### src/rtl/piso_pkg.sv
// Shared types and constants for the PISO serializer: FSM states,
// the default word width and the bit-counter width helper.
package piso_pkg;

   localparam int DATA_WIDTH_DEFAULT = 32;

   typedef enum logic {
      IDLE  = 1'b0,
      SHIFT = 1'b1
   } state_t;

   // A one-bit counter is still needed for the narrowest legal word.
   function automatic int cnt_width(input int width);
      return (width <= 2) ? 1 : $clog2(width);
   endfunction

endpackage

### src/rtl/piso_serializer_32_bit.sv
// Parallel-in serial-out serializer, MSB first, with a one-word holding
// register so consecutive words stream out with no idle cycle between them.
module piso_serializer_32_bit
   import piso_pkg::*;
#(
   parameter int DATA_WIDTH = DATA_WIDTH_DEFAULT
) (
   input  logic                  Clk_In,
   input  logic                  Reset_In,
   input  logic [DATA_WIDTH-1:0] Parallel_Data_In,
   input  logic                  Load_Valid_In,
   output logic                  Load_Ready_Out,
   output logic                  Serial_Data_Out,
   output logic                  Serial_Valid_Out,
   output logic                  Frame_Start_Out,
   output logic                  Frame_Done_Out,
   output logic                  Busy_Out
);

   localparam int CW = cnt_width(DATA_WIDTH);
   localparam logic [CW-1:0] LAST_BIT = CW'(DATA_WIDTH - 1);

   state_t                state_q, state_d;
   logic [CW-1:0]         cnt_q, cnt_d;
   logic [DATA_WIDTH-1:0] shift_q, shift_d;
   logic [DATA_WIDTH-1:0] hold_q, hold_d;
   logic                  hold_full_q, hold_full_d;

   logic accept;
   logic last_bit;
   logic in_shift;

   // Ready depends only on registered state, never on Load_Valid_In.
   assign accept   = Load_Valid_In && !hold_full_q;
   assign last_bit = (cnt_q == LAST_BIT);
   assign in_shift = (state_q == SHIFT);

   always_comb begin
      state_d     = state_q;
      cnt_d       = cnt_q;
      shift_d     = shift_q;
      hold_d      = hold_q;
      hold_full_d = hold_full_q;

      case (state_q)
         IDLE: begin
            if (accept) begin
               shift_d = Parallel_Data_In;
               cnt_d   = '0;
               state_d = SHIFT;
            end
         end

         SHIFT: begin
            if (last_bit) begin
               // Handover: held word first, else a same-cycle bypass, else stop.
               cnt_d = '0;
               if (hold_full_q) begin
                  shift_d     = hold_q;
                  hold_d      = '0;
                  hold_full_d = 1'b0;
               end else if (accept) begin
                  shift_d = Parallel_Data_In;
               end else begin
                  shift_d = '0;
                  state_d = IDLE;
               end
            end else begin
               shift_d = {shift_q[DATA_WIDTH-2:0], 1'b0};
               cnt_d   = cnt_q + CW'(1);
               if (accept) begin
                  hold_d      = Parallel_Data_In;
                  hold_full_d = 1'b1;
               end
            end
         end

         default: begin
            state_d = IDLE;
         end
      endcase
   end

   always_ff @(posedge Clk_In or negedge Reset_In) begin
      if (!Reset_In) begin
         state_q     <= IDLE;
         cnt_q       <= '0;
         shift_q     <= '0;
         hold_q      <= '0;
         hold_full_q <= 1'b0;
      end else begin
         state_q     <= state_d;
         cnt_q       <= cnt_d;
         shift_q     <= shift_d;
         hold_q      <= hold_d;
         hold_full_q <= hold_full_d;
      end
   end

   // Outputs decode registered state only, so reset clears them at once.
   assign Load_Ready_Out   = !hold_full_q;
   assign Serial_Data_Out  = in_shift && shift_q[DATA_WIDTH-1];
   assign Serial_Valid_Out = in_shift;
   assign Frame_Start_Out  = in_shift && (cnt_q == '0);
   assign Frame_Done_Out   = in_shift && last_bit;
   assign Busy_Out         = in_shift;

endmodule

### config.mk
export PLATFORM = sky130hd
export DESIGN_NAME = piso_serializer_32_bit
export DESIGN_NICKNAME = d
export VERILOG_FILES = /design/src/rtl/piso_pkg.sv /design/src/rtl/piso_serializer_32_bit.sv
export SDC_FILE = /design/constraint.sdc
export NUM_CORES = 1
export LEC_CHECK = 0
export ABC_AREA = 1
export BUFFER_PORTS_ARGS = -buffer_cell sky130_fd_sc_hd__buf_2
export CAP_MARGIN = 30
export CORE_MARGIN = 8
export CORE_UTILIZATION = 33
export CTS_CLUSTER_DIAMETER = 50
export DETAILED_ROUTE_END_ITERATION = 10
export SLEW_MARGIN = 0
export SYNTH_ARGS = -nofsm -noshare
export SYNTH_HDL_FRONTEND = slang
export SYNTH_SLANG_ARGS = --single-unit
### constraint.sdc
create_clock -name Clk_In -period 4.6 [get_ports Clk_In]
set_input_delay 0.92 -clock Clk_In [delete_from_list [all_inputs] [get_ports Clk_In]]
set_output_delay 0.92 -clock Clk_In [all_outputs]
set_load 0.005 [all_outputs]
# Word level (Yosys, flattened, before mapping)
# Cells that the tools add are included.
# W data, S select, Z words.
[op_classes]
add_sub_neg = 1
n_mul = 0
n_div = 0
n_lt_le_gt_ge = 0
eq_ne = 3
shifts = 0
muxes = 16
bitwise_logic = 1
n_reduce_logical = 9
[ops]
columns = ["cell", "n"]
rows = [
  ["$mux W32", 6],
  ["$pmux W32 S2", 1],
  ["$mux W5", 2],
  ["$pmux W5 S2", 1],
  ["$add A5 B1 Y5 const B", 1],
  ["$eq A5 B5 Y1 const B", 1],
  ["$logic_not A5 Y1", 1],
  ["$mux W1", 5],
  ["$logic_and A1 B1 Y1", 4],
  ["$ne A2 B2 Y1 const B", 2],
  ["$reduce_and A3 Y1", 1],
  ["$pmux W1 S2", 1],
  ["$reduce_and A2 Y1", 1],
  ["$reduce_bool A2 Y1", 1],
  ["$logic_not A1 Y1", 1],
  ["$not A1 Y1", 1],
]
[totals]
regBits = 71
latch_bits = 0
ramBits = 0
rom_bits = 0
input_bits = 35
output_inout_bits = 6
wordCells = 35
n_memories = 0

# Longest topological paths before layout
[depth]
depth_word = 6
mapped_depth = 11
mapped_depth_nobuf = 10

# Worst setup path after synthesis
# No wires, ideal clock.
[synth_path]
path_kind = "reg2out"
from = "register cnt_q[0]"
to = "output port Frame_Done_Out"
t_arrival_ns = 1.163
required_ns = 3.680
path_slack_ns = 2.517
stages_incl_launch_ff = 7
n_path_buf = 0
cell_sequence = "dfrtp_1 -> ha_1 -> nand2_1 -> nor2_1 -> ha_1 -> nand2_1 -> inv_1"
[synth_via]
elab_chain_cells = 2
[synth_rtl]
columns = ["element", "line_no", "rtl"]
rows = [
  ["from (decl)", "piso_serializer_32_bit.sv:24", "logic [CW-1:0] cnt_q, cnt_d;"],
  ["from (signal assigned)", "piso_serializer_32_bit.sv:93", "cnt_q <= cnt_d;"],
  ["$eq A5 B5 Y1", "piso_serializer_32_bit.sv:35", "assign last_bit = (cnt_q == LAST_BIT);"],
  ["$logic_and A1 B1 Y1", "piso_serializer_32_bit.sv:105", "assign Frame_Done_Out = in_shift && last_bit;"],
  ["to (decl)", "piso_serializer_32_bit.sv:16", "output logic Frame_Done_Out,"],
]
# Every way passes these cells.

# Worst setup path after layout
# Same ends and word-level chain as after synthesis.

==> reports/results.tsv <==
stage	metric	value	unit
synthesis	syn_area	3880	sq um
timing	period_needed	2.69	ns
grt	globalRouteTotalUtil	0.124	
timing	worstMarginPinSlew	0.788	ns
power_and_ir_drop	power_density	598	nW/um^2
min_path	worstHoldStart	hold_q[24]$_DFFE_PN0P_	
run	cap_viol_max_count	0	
floorplan	ioPinCount	41	
clock_tree	cts_buffers	9	
placement	port_buffers	40	
setup_path	r2r_cells	8	
floorplan	dieArea	15500	sq um
setup_path	r2r_start	cnt_q[0]$_DFFE_PN0P_	
clock_tree	clock_latency	0.34	ns
placement	placed_cell_area	4040	sq um
setup_path	crit_path_max_fanout	7	
setup_path	reg2reg_setup_slack	2.10	ns
grt	busiest_layer	met2	
synthesis	ys_async_sr_fraction	1.00	
detailed_routing	postRouteAntennaNets	0	
detailed_routing	totalWireLength	9220	um
finish	area_growth	12.0	%
setup_path	criticalPathCategory	flip-flop to output pin	
grt	grt_pass1_wl	16000	um
placement	hpwl	5930	um
clock_tree	cts_post_setup_buffers_inserted	0	
setup_path	cp.arrival	1.77	ns
synthesis	syn-num-nets	585	
power_and_ir_drop	ir_drop	345	uV
detailed_routing	wl_per_cell	12.9	um
clock_tree	cts_tree	done	
timing	max-slew-margin-rel	0.474	
clock_tree	h-tree-depth	3	
placement	gp_congestion	0.794	
timing	final_max_slew_viol_count	0	
min_path	worstHoldPathType	flip-flop to flip-flop	
floorplan	initial_core_util	0.339	
synthesis	netlist_top_cells_count	nand2_1, dfrtp_1, nand3_1, inv_1	
synthesis	ys_ff_latch	71	
timing	setup_viol	0	
timing	fmax	372	MHz
detailed_routing	drc	0	
grt	globalRoute.totalOverflow	0	
synthesis	synth_top_area_frac	0.457	
clock_tree	cts_buffer_depth	2	
setup_path	start_kind	flip-flop	
timing	skew	0.00740	ns
synthesis	synth-main-ff-cell	dfrtp_1	
synthesis	synth-edff-count	0	
power_and_ir_drop	power_leakage	2.49	nW
finish	layout-drive-gt1-share	0.134	
grt	use_met2	0.199	
timing	rsz0062_at_grt	false	
grt	gr-usage-met3	0.0298	
grt	grt_pass1_vias	3206	
floorplan	die_width	124	um
setup_path	worstPathRequired	3.68	ns
detailed_routing	vias_per_cell	4.62	
clock_tree	root_buffer	clkbuf_16	
setup_path	end_kind	output pin	
clock_tree	clkTransAtPathRegs	0.05	ns
finish	stdcell_area	4350	sq um
power_and_ir_drop	power	2.60	mW
status	status	completed	
finish	diodes	0	
detailed_routing	vias	3307	
timing	hold_violations	0	
timing	setup_total_negative_slack	0	ns
synthesis	yosysMostFrequentCell	nand2_1	
synthesis	syn_avg_cell_area	7.11	sq um
detailed_routing	drtPass1Iterations	5	
clock_tree	cts_hold_buf	0	
floorplan	num_rows	39	
min_path	whs_endpoint	hold_q[24]$_DFFE_PN0P_	
floorplan	coreArea	11500	sq um
grt	antenna_found_initial	0	
synthesis	synth_seq_area_share	0.457	
clock_tree	cts_resized	0	
detailed_routing	drt_iter0_markers	264	
clock_tree	cts.sinks	71	
synthesis	synth_warnings	0	
grt	use_met1	0.156	
floorplan	fp.dieH	124	um
setup_path	reg2reg_to	shift_q[19]$_DFFE_PN0P_	
synthesis	synth_area_leaders	dfrtp_1, nand2_1, nand3_1, inv_1, buf_4	
min_path	holdPathStages	2	
synthesis	ys_types	20	
grt	grt_max_degree	44	
synthesis	yosys.area.top_type	dfrtp_1	
synthesis	syn_inst	546	
setup_path	setup.worst_path.start	cnt_q[0]$_DFFE_PN0P_	
timing	period_share	0.584	
finish	num-nets-final	607	
[stage by stage]
stage | cells | setup WS (ns) | hold slack (ns) | util
5_1_grt | 716 | 1.75 | 0.483 | 0.379
2_1_floorplan | 546 | 2.52 | 0.442 | -
4_1_cts | 716 | 1.88 | 0.472 | 0.379
6_report | 716 | 1.91 | 0.467 | 0.379
3_3_place_gp | 700 | 2.02 | 0.453 | 0.352
3_5_place_dp | 700 | 1.99 | 0.458 | 0.352
[final cells by class]
type / instances / area, sq um
Fill cell: 1163 / 7120
Sequential cell: 71 / 1780
Multi-Input combinational cell: 400 / 1700
Clock buffer: 13 / 270
Timing Repair Buffer: 42 / 215
Tap cell: 143 / 179
Inverter: 44 / 170
Clock inverter: 3 / 40.0
[flip-flops by register name, summed over array words and instances (netlist names)]
register,count
hold_full_q,1
Busy_Out,1
cnt_q,5
hold_q,32
shift_q,32
[placed cells by master, fill, tap and decap left out, types with 4 or more instances in the layout]
master	synthesis	layout
a21oi_1	4	4
buf_2	11	40
clkbuf_16	0	9
dfrtp_1	71	71
ha_1	4	4
inv_1	38	38
inv_2	4	4
nand2_1	288	288
nand2_2	11	11
nand3_1	69	69
nand4_1	5	5
nor2_1	11	11
o21ai_0	4	4
[worst max path at each step]
stage,end,cells past startpoint
2_1_floorplan,Frame_Done_Out,6
3_3_place_gp,shift_q[5]$_DFFE_PN0P_,8
3_5_place_dp,shift_q[4]$_DFFE_PN0P_,8
4_1_cts,Frame_Done_Out,7
5_1_grt,Frame_Done_Out,7
6_report,Frame_Done_Out,7
[critical path: stages (launching register included)]
cell	delay, ns
dfrtp_1	0.38
ha_1	0.18
nand2_1	0.07
nor2_1	0.13
ha_1	0.34
nand2_1	0.10
inv_1	0.10
buf_2	0.12
[report_power, final]
| part | switching (mW) | internal, mW | leakage, nW |
|---|---|---|---|
| sequential | 0.171 | 0.882 | 0.905 |
| combinational | 0.537 | 0.292 | 1.43 |
| clock | 0.257 | 0.462 | 0.156 |
[kinds of logic after synthesis]
| group | count (synthesis) | share of synthesized area |
|---|---|---|
| adder cells (fa/ha/maj) | 4 | 0.0129 |
| AND/OR/NAND/NOR | 388 | 0.414 |
| AO/OA/AOI/OAI | 8 | 0.0103 |
| flip-flops | 71 | 0.457 |
| buffers and inverters | 75 | 0.105 |
[metal layers]
layer	up-vias	part of all wire
li1	1711	-
met1	1525	0.46
met2	61	0.48
met3	10	0.043
met4	0	0.016
met5	-	0
No activity file was read; power rests on OpenSTA's default activity.
